===== config.mk =====
export PLATFORM = sky130hd
export DESIGN_NAME = opnd_writeback
export DESIGN_NICKNAME = d
export VERILOG_FILES = /design/src/rtl/opnd_writeback_pkg.sv /design/src/rtl/opnd_writeback_hint_match.sv /design/src/rtl/opnd_writeback_size_align.sv /design/src/rtl/opnd_writeback.sv
export SDC_FILE = /design/constraint.sdc
export NUM_CORES = 1
export LEC_CHECK = 0
export CAP_MARGIN = 20
export CORE_AREA = 2 2 146 148
export DETAILED_ROUTE_END_ITERATION = 6
export DIE_AREA = 0 0 148 150
export GPL_TIMING_DRIVEN = 1
export PLACE_DENSITY_LB_ADDON = 0.1
export SLEW_MARGIN = 10
export SYNTH_ARGS = -nofsm -noshare
export SYNTH_HDL_FRONTEND = slang
export SYNTH_SLANG_ARGS = --single-unit

===== constraint.sdc =====
create_clock -name clk -period 6.1 [get_ports clk]
set_input_delay 1.525 -clock clk [delete_from_list [all_inputs] [get_ports clk]]
set_output_delay 1.525 -clock clk [all_outputs]
set_load 0.02 [all_outputs]

===== src/rtl/opnd_writeback_pkg.sv =====
// Shared encodings for the operand write-back path: destination kinds,
// register selectors and the write-back state encoding.
package opnd_writeback_pkg;

    localparam logic [1:0] OPND_DEST_NONE     = 2'b00;
    localparam logic [1:0] OPND_DEST_REG_1HOT = 2'b01;
    localparam logic [1:0] OPND_DEST_MEM_1HOT = 2'b10;

    localparam logic [2:0] REG_EAX = 3'd0;
    localparam logic [2:0] REG_ECX = 3'd1;
    localparam logic [2:0] REG_EDX = 3'd2;
    localparam logic [2:0] REG_EBX = 3'd3;
    localparam logic [2:0] REG_ESP = 3'd4;
    localparam logic [2:0] REG_EBP = 3'd5;
    localparam logic [2:0] REG_ESI = 3'd6;
    localparam logic [2:0] REG_EDI = 3'd7;

    typedef enum logic [1:0] {
        WB_ST_IDLE = 2'd0,
        WB_ST_WB0  = 2'd1,
        WB_ST_WB1  = 2'd2,
        WB_ST_DONE = 2'd3
    } wb_state_t;

    // Both kind bits set is not a legal encoding; it retires nothing.
    function automatic logic [1:0] norm_kind(input logic [1:0] kind);
        return (kind == 2'b11) ? OPND_DEST_NONE : kind;
    endfunction

endpackage


===== src/rtl/opnd_writeback_hint_match.sv =====
// wb_hint_match: combinational test of one memory destination against the
// two write hints; each match excludes hints already consumed in the bundle.
module wb_hint_match #(
    parameter int DATA_W = 32
) (
    input  logic [DATA_W-1:0] addr,
    input  logic [DATA_W-1:0] data,
    input  logic [DATA_W-1:0] cmp_mask,
    input  logic              hint1_is_write,
    input  logic [DATA_W-1:0] hint1_address,
    input  logic [DATA_W-1:0] hint1_data,
    input  logic              hint1_used,
    input  logic              hint2_is_write,
    input  logic [DATA_W-1:0] hint2_address,
    input  logic [DATA_W-1:0] hint2_data,
    input  logic              hint2_used,
    output logic              match1,
    output logic              match2
);

    assign match1 = hint1_is_write && !hint1_used && (hint1_address == addr) &&
                    (((hint1_data ^ data) & cmp_mask) == '0);
    assign match2 = hint2_is_write && !hint2_used && (hint2_address == addr) &&
                    (((hint2_data ^ data) & cmp_mask) == '0);

endmodule


===== src/rtl/opnd_writeback_size_align.sv =====
// wb_size_align: maps operand size flags, selector and result onto the
// register-file byte lanes, plus the data compare mask used by hint checks.
module wb_size_align #(
    parameter int DATA_W   = 32,
    parameter int REGSEL_W = 3
) (
    input  logic                byte1,
    input  logic                w16,
    input  logic [REGSEL_W-1:0] sel,
    input  logic [DATA_W-1:0]   result,
    output logic [REGSEL_W-1:0] wsel,
    output logic [3:0]          mask,
    output logic [DATA_W-1:0]   data,
    output logic [DATA_W-1:0]   cmp_mask
);

    always_comb begin
        wsel     = sel;
        mask     = 4'b1111;
        data     = result;
        cmp_mask = '1;
        if (byte1) begin
            cmp_mask = {{(DATA_W-8){1'b0}}, 8'hFF};
            if (sel[REGSEL_W-1]) begin
                // AH/CH/DH/BH live in byte 1 of the low four registers
                wsel = {1'b0, sel[REGSEL_W-2:0]};
                mask = 4'b0010;
                data = {{(DATA_W-16){1'b0}}, result[7:0], 8'h00};
            end else begin
                mask = 4'b0001;
                data = {{(DATA_W-8){1'b0}}, result[7:0]};
            end
        end else if (w16) begin
            cmp_mask = {{(DATA_W-16){1'b0}}, 16'hFFFF};
            mask     = 4'b0011;
            data     = {{(DATA_W-16){1'b0}}, result[15:0]};
        end
    end

endmodule


===== src/rtl/opnd_writeback.sv =====
// Operand write-back: retires dest0 then dest1 into the register file or
// checks memory destinations against write hints (OPND_WB_HINT_CHECK_EN).
module opnd_writeback
    import opnd_writeback_pkg::*;
#(
    parameter int DATA_W   = 32,
    parameter int REGSEL_W = 3
) (
    input  logic                clk,
    input  logic                rst_n,
    input  logic                in_valid,
    output logic                in_ready,
    input  logic [1:0]          dest0_kind,
    input  logic [1:0]          dest1_kind,
    input  logic [DATA_W-1:0]   dest0_sel,
    input  logic [DATA_W-1:0]   dest1_sel,
    input  logic [DATA_W-1:0]   dest0_addr,
    input  logic [DATA_W-1:0]   dest1_addr,
    input  logic [DATA_W-1:0]   result0,
    input  logic [DATA_W-1:0]   result1,
    input  logic                reg_1byte,
    input  logic                prefix_operand_16bit,
    input  logic                hint1_is_write,
    input  logic [DATA_W-1:0]   hint1_address,
    input  logic [DATA_W-1:0]   hint1_data,
    input  logic                hint2_is_write,
    input  logic [DATA_W-1:0]   hint2_address,
    input  logic [DATA_W-1:0]   hint2_data,
    output logic                reg_we,
    output logic [REGSEL_W-1:0] reg_wsel,
    output logic [3:0]          reg_wmask,
    output logic [DATA_W-1:0]   reg_wdata,
    output logic                wb_done,
    output logic                hint_violation
);

    wb_state_t state, next_state;

    logic [1:0]          k0_in, k1_in, k1_q;
    logic [REGSEL_W-1:0] sel1_q;
    logic [DATA_W-1:0]   res1_q, addr1_q;
    logic                b1_q, w16_q;
    logic                accept;

    logic                retire;
    logic [1:0]          cur_kind;
    logic [REGSEL_W-1:0] cur_sel;
    logic [DATA_W-1:0]   cur_res, cur_addr;
    logic                cur_b1, cur_w16;

    logic [REGSEL_W-1:0] al_wsel;
    logic [3:0]          al_mask;
    logic [DATA_W-1:0]   al_data, al_cmp_mask;

    assign k0_in  = norm_kind(dest0_kind);
    assign k1_in  = norm_kind(dest1_kind);
    assign accept = (state == WB_ST_IDLE) && in_valid;

    logic unused_sel_hi;
    assign unused_sel_hi = ^{dest0_sel[DATA_W-1:REGSEL_W], dest1_sel[DATA_W-1:REGSEL_W]};

    // The destination retired in the next cycle is picked here, so the
    // registered write port lines up with the WB0/WB1 state it belongs to.
    always_comb begin
        next_state = state;
        retire     = 1'b0;
        cur_kind   = OPND_DEST_NONE;
        cur_sel    = sel1_q;
        cur_res    = res1_q;
        cur_addr   = addr1_q;
        cur_b1     = b1_q;
        cur_w16    = w16_q;
        case (state)
            WB_ST_IDLE: begin
                cur_b1  = reg_1byte;
                cur_w16 = prefix_operand_16bit;
                if (in_valid) begin
                    if (k0_in != OPND_DEST_NONE) begin
                        retire     = 1'b1;
                        cur_kind   = k0_in;
                        cur_sel    = dest0_sel[REGSEL_W-1:0];
                        cur_res    = result0;
                        cur_addr   = dest0_addr;
                        next_state = WB_ST_WB0;
                    end else if (k1_in != OPND_DEST_NONE) begin
                        retire     = 1'b1;
                        cur_kind   = k1_in;
                        cur_sel    = dest1_sel[REGSEL_W-1:0];
                        cur_res    = result1;
                        cur_addr   = dest1_addr;
                        next_state = WB_ST_WB1;
                    end else begin
                        next_state = WB_ST_DONE;
                    end
                end
            end
            WB_ST_WB0: begin
                if (k1_q != OPND_DEST_NONE) begin
                    retire     = 1'b1;
                    cur_kind   = k1_q;
                    next_state = WB_ST_WB1;
                end else begin
                    next_state = WB_ST_DONE;
                end
            end
            WB_ST_WB1:  next_state = WB_ST_DONE;
            default:    next_state = WB_ST_IDLE;
        endcase
    end

    wb_size_align #(.DATA_W(DATA_W), .REGSEL_W(REGSEL_W)) u_size_align (
        .byte1    (cur_b1),
        .w16      (cur_w16),
        .sel      (cur_sel),
        .result   (cur_res),
        .wsel     (al_wsel),
        .mask     (al_mask),
        .data     (al_data),
        .cmp_mask (al_cmp_mask)
    );

    always_ff @(posedge clk or negedge rst_n) begin
        if (!rst_n) begin
            state     <= WB_ST_IDLE;
            in_ready  <= 1'b1;
            reg_we    <= 1'b0;
            reg_wsel  <= '0;
            reg_wmask <= '0;
            reg_wdata <= '0;
            wb_done   <= 1'b0;
            k1_q      <= OPND_DEST_NONE;
        end else begin
            state     <= next_state;
            in_ready  <= (next_state == WB_ST_IDLE);
            wb_done   <= (next_state == WB_ST_DONE);
            reg_we    <= 1'b0;
            reg_wsel  <= '0;
            reg_wmask <= '0;
            reg_wdata <= '0;
            if (retire && (cur_kind == OPND_DEST_REG_1HOT)) begin
                reg_we    <= 1'b1;
                reg_wsel  <= al_wsel;
                reg_wmask <= al_mask;
                reg_wdata <= al_data;
            end
            if (accept) k1_q <= k1_in;
        end
    end

    // Bundle payload: captured on accept, no reset needed.
    always_ff @(posedge clk) begin
        if (accept) begin
            sel1_q  <= dest1_sel[REGSEL_W-1:0];
            res1_q  <= result1;
            addr1_q <= dest1_addr;
            b1_q    <= reg_1byte;
            w16_q   <= prefix_operand_16bit;
        end
    end

`ifdef OPND_WB_HINT_CHECK_EN
    logic              h1w_q, h2w_q, used1_q, used2_q, match1, match2;
    logic [DATA_W-1:0] h1a_q, h1d_q, h2a_q, h2d_q;
    logic              idle;

    assign idle = (state == WB_ST_IDLE);

    always_ff @(posedge clk) begin
        if (accept) begin
            h1w_q <= hint1_is_write;
            h1a_q <= hint1_address;
            h1d_q <= hint1_data;
            h2w_q <= hint2_is_write;
            h2a_q <= hint2_address;
            h2d_q <= hint2_data;
        end
    end

    wb_hint_match #(.DATA_W(DATA_W)) u_hint_match (
        .addr           (cur_addr),
        .data           (cur_res),
        .cmp_mask       (al_cmp_mask),
        .hint1_is_write (idle ? hint1_is_write : h1w_q),
        .hint1_address  (idle ? hint1_address  : h1a_q),
        .hint1_data     (idle ? hint1_data     : h1d_q),
        .hint1_used     (idle ? 1'b0           : used1_q),
        .hint2_is_write (idle ? hint2_is_write : h2w_q),
        .hint2_address  (idle ? hint2_address  : h2a_q),
        .hint2_data     (idle ? hint2_data     : h2d_q),
        .hint2_used     (idle ? 1'b0           : used2_q),
        .match1         (match1),
        .match2         (match2)
    );

    // The first hint wins when both match, leaving the other free for a second store.
    always_ff @(posedge clk or negedge rst_n) begin
        if (!rst_n) begin
            used1_q        <= 1'b0;
            used2_q        <= 1'b0;
            hint_violation <= 1'b0;
        end else begin
            if (accept) begin
                used1_q <= 1'b0;
                used2_q <= 1'b0;
            end
            if (retire && (cur_kind == OPND_DEST_MEM_1HOT)) begin
                if (match1)      used1_q        <= 1'b1;
                else if (match2) used2_q        <= 1'b1;
                else             hint_violation <= 1'b1;
            end
        end
    end
`else
    assign hint_violation = 1'b0;

    logic unused_hint;
    assign unused_hint = ^{cur_addr, al_cmp_mask, hint1_is_write, hint1_address, hint1_data,
                           hint2_is_write, hint2_address, hint2_data};
`endif

endmodule

Word-level counts from Yosys, hierarchy flattened. Cells that the tools add are included.

Flip-flop bits (word level): 83. Latch bits: 0. Bits in writable memories: 0. Bits in read-only memories: 0. Input port bits: 331. Output and inout port bits: 43. Logic and storage cells: 63. Memories kept: 0.

Add/subtract/negate cells: 0. Multiply operators: 0. Div/mod/pow operators: 0. Order comparisons: 0. Eq/ne operators: 6. Shift operators: 0. Multiplexer cells: 38. Bitwise logic cells: 0. Reduce and logical (&&, ||, !) cells: 7.

Operators with widths (number): $mux 32 (7); $mux 2 (9); $mux 3 (6); $mux 16 (1); $mux 4 (3); $mux 1 (9); $eq 2x2->1 const B (4); $pmux 2 s3 (1); $reduce_bool 2->1 (3); $eq 2x1->1 const B (2); $logic_not 2->1 (2); $pmux 2 s2 (1); $logic_and 1x1->1 (2); $pmux 1 s2 (1).

Depth between registers and ports, before layout.
Depth after elaboration: 10. Depth in mapped cells: 10. Gate-level depth less buffers: 8.

Hierarchy. A second synthesis with hierarchy kept.

Cell total of the unflattened synthesis: 421. Area total of the unflattened synthesis: 4901.0 µm².

By module, submodules not included: opnd_writeback (instances 1, cells each 346, area each 4371.7 µm², seq. area each 2263.4 µm²); wb_size_align (instances 1, cells each 75, area each 529.3 µm², seq. area each 0.0 µm²).

Worst setup path before layout. OpenSTA, ideal clock, no wires.

Path kind: input-to-reg. From: in in_valid. To: reg reg_wdata[10]. Library setup time: 119 ps. Data arrival time: 3742 ps. Required time: 5981 ps. Slack: 2239 ps. Cell stages on the path: 7. Buffers on the path: 3. Path through: nand2_2 inv_2 clkbuf_1 buf_2 buf_1 a21oi_1 o21a_1.

Cells in the longest elaborated chain, start to end: 5. Elaborated cells on any way between the ends: 14. Those cells by class: eq/ne (1); mux (12); reduce/logical (1).

Ends and longest elaborated chain: start, declared (line opnd_writeback.sv:11) `input logic in_valid,`; $mux 2, or another cell as far along (line opnd_writeback.sv:77) `if (in_valid) begin`; $pmux 2 s2, or another cell as far along (line opnd_writeback.sv:73) `case (state)`; $eq 2x1->1, or another cell as far along (line opnd_writeback.sv:140) `if (retire && (cur_kind == OPND_DEST_REG_1HOT)) begin`; $logic_and 1x1->1 / $mux 32 (equally long branches) (line opnd_writeback.sv:140, opnd_writeback_size_align.sv:22); $mux 32 (*) (line opnd_writeback.sv:140); end signal, assigned (line opnd_writeback.sv:144) `reg_wdata <= al_data;`; end, declared (line opnd_writeback.sv:32) `output logic [DATA_W-1:0] reg_wdata,`.

Mark *: on every way between the ends. The rest lies on a longest branch, timed or not. A chain may end at the register's enable or synchronous reset.

Worst setup path after layout.
From: in in_valid. To: reg reg_wdata[15].

Same word-level chain as after synthesis.

==> out/summary.txt <==
type of the tightest min-delay check: flip-flop to flip-flop
final-report hold violation count: 0
top-level I/O count: 374
endpoint type of the worst setup path: flip-flop
Detailed Route WL: 14,100 µm
number of cells in the finished layout apart from fillers: 717
register clock-pin slew on the reported worst setup and hold paths: 0.07 ns
end point of the worst hold path: k1_q[0]$_DFFE_PN0P_
library cell contributing the largest single delay on the critical path: clkdlybuf4s50_1
Placed Cells incl. Taps: 697
hold_ws: 0.520 ns
final total negative setup slack: 0 ns
flop-to-flop setup slack: 2.26 ns
first-pass GRT wire length: 20,900 µm
floorplan die area: 0.0222 mm²
number of iterations in the first detailed-routing pass: 4
count of flip-flops with a built-in enable after synthesis: 37
CTS Root Cell: clkbuf_16
cell area power density: 346 mW/mm²
total congestion overflow: 0
launch instance of the worst register-to-register path: state[0]$_DFF_PN0_
number of nets in the final layout: 773
antenna violations before repair: 7
per-instance average area after synthesis: 11.8 µm²
R2R Path End: reg_wdata[15]$_DFF_PN0_
library cell appearing most often on the critical path: buf_4
width of the die: 148 µm
final antenna-violating net count: 0
area added between synthesis and finish: 47.6%
overall via count from detail_route: 3,038
yosys synthesis warning count: 0
fraction of synthesis flops using an asynchronous set or reset pin: 0.549
number of sinks driven by the clock tree: 82
status: finished clean
RSZ-0062 raised after global routing: no
initial detailed-routing violation count: 170
endpoints failing setup: 0
maximum number of pins on one net before global-route repair: 75
relative slew slack: 0.374
share of synthesized area occupied by flip-flops and latches: 0.589
via count of the first global-routing pass: 3,249
startpoint class of the critical path: primary input
synthesized instance count: 322
count of max-cap constraint violations: 0
total power of the final layout: 1940 µW
proportion of layout cells with a drive suffix above 1: 0.0913
Worst path top cell family by delay: buffers and inverters
CP Buf/Inv Count: 4
number of pins exceeding their max-slew limit in the final report: 0
buffer depth of the longest clock path: 2
critical path fanouts, max: 74
final critical-path required period: 4.74 ns
Arr. time, crit path: 4.98 ns
cts hold-fix bufs: 0
netlist area before placement: 0.00380 mm²
number of filler cells placed in the layout: 2,207
number of cell instances on the worst register-to-register path: 10
most common cell after layout, fill and taps aside: clkdlybuf4s50_1
worst clock skew: 0.00664 ns
number of buffers created by CTS: 9
Starting Density: 0.184
CTS H-tree depth: 3
share of the cycle needed by the critical path after routing: 0.778
required time worst endpoint: 6.34 ns
CP Cell Sequence: clkdlybuf4s50_1 > nand2_2 > inv_2 > buf_4 > nand2b_1 > buf_4 > o221ai_1 > nor3_1 > o21a_1
RePlAce Congestion: 0.720
count of unique library cells instantiated by Yosys: 37
maximum ir drop on the vdd rail: 0.000161 V
Core Footprint: 0.0207 mm²
Worst Hold Launch: k1_q[0]$_DFFE_PN0P_
standard-cell rows: 53
commonest non-fill, non-tap cells in the layout: clkdlybuf4s50_1 (119), dfrtp_1 (44), edfxtp_1 (37)
worst hold path stage count: 2
Resized cells post-CTS: 0
mean number of vias per cell: 4.24
average wire per cell in the routed design: 19.6 µm
Total GRT Usage: 0.130
transition at the pin with the smallest max-transition slack: 0.939 ns
Max stage delay on crit path: 0.79 ns
DRC: 0
leading register cell type out of synthesis: dfrtp_1
insertion delay of the later-clocked pin in the worst-skew pair: 0.35 ns
critical path class: primary input to flip-flop
Setup Fix Bufs, Post-CTS: 0
Max Clk Rate: 211 MHz
TritonCTS clock tree: yes
Buffers on Ports: 120
dpl hpwl: 9710 µm
synthesized netlist net count: 662
register bit count reported by yosys: 82
static leakage power: 0.00209 µW
die height: 150 µm
registers in the layout, indices dropped and copies added (netlist names):
name and count:
res1_q 32, reg_wmask 3, reg_wdata 32, reg_wsel 3, wb_done 1, b1_q 1, reg_we 1, state 2
sel1_q 3, in_ready 1, k1_q 2, w16_q 1
final cells by class:
| type | count | area, µm² | share of cell area |
|---|---|---|---|
| clock buffer | 9 | 225 | 0.0402 |
| multi-input combinational | 201 | 1390 | 0.248 |
| sequential | 82 | 2240 | 0.399 |
| inverter | 11 | 41.3 | 0.00737 |
| tap | 275 | 344 | 0.0614 |
| clock inverter | 7 | 101 | 0.0181 |
| timing repair buffer | 128 | 1260 | 0.224 |
| antenna | 4 | 10.0 | 0.00179 |
synth_stat cells (8+ instances only):
master    number  share of area
ha_1           9          0.030
nor4bb_1       8          0.021
o22ai_1       26          0.043
a211oi_2       9          0.030
o31ai_1       18          0.036
nand2b_1      20          0.033
edfxtp_1      37           0.29
clkbuf_1      19          0.019
o221ai_1       8          0.018
a21oi_1       13          0.017
a211oi_1       9          0.018
o21a_1         8          0.016
o21ai_0       17          0.022
nand2_1        8         0.0079
dfrtp_1       44           0.29
nor2b_1       11          0.018
inv_1          9         0.0089
nor3_1        10          0.013
nor2_1        14          0.014
metal layers:
metal  up-vias  track usage  routed length, µm
met5         -            0                 47
met1      1466        0.164               6190
met3        18       0.0811               1820
met2       111        0.181               5840
met4         6       0.0386                162
li1       1437            -                  -
through the flow:
stage                     instance area, µm²  setup WS (ns)  utilization
after floorplan                         3800           2.24            -
after global placement                  5270          0.840        0.255
after detailed placement                5270          0.875        0.255
after CTS                               5590           1.24        0.270
after global routing                    5590           1.02        0.270
final                                   5600           1.36        0.271
power by group:
| group | internal, µW | switching [µW] | total, µW |
|---|---|---|---|
| logic | 238 | 370 | 608 |
| clock network | 362 | 248 | 610 |
| registers | 686 | 37.0 | 723 |
| total | 1290 | 655 | 1940 |
logic make-up after synthesis:
family,share of synthesized area
other cells,0.000988
mux,0.0112
simple gates,0.113
compound gates,0.210
flops,0.589
buf+inv,0.0458
fa+ha+maj,0.0297
worst min-delay path, cell delays in order (launching register included):
cell     delay (ns)
dfrtp_1        0.37
nand2_1        0.06
nand2_1        0.06
worst max path at each step:
stage | slack (ns) | startpoint | cells past startpoint | end
after floorplan | 2.24 | in_valid | 7 | reg_wdata[10]$_DFF_PN0_
after global placement | 0.84 | in_valid | 7 | reg_wdata[2]$_DFF_PN0_
after detailed placement | 0.88 | in_valid | 9 | reg_wdata[15]$_DFF_PN0_
after CTS | 1.24 | in_valid | 9 | reg_wdata[15]$_DFF_PN0_
after global routing | 1.02 | in_valid | 9 | reg_wdata[15]$_DFF_PN0_
final | 1.36 | in_valid | 9 | reg_wdata[15]$_DFF_PN0_
Note: power is estimated with default switching activity, not from simulation.
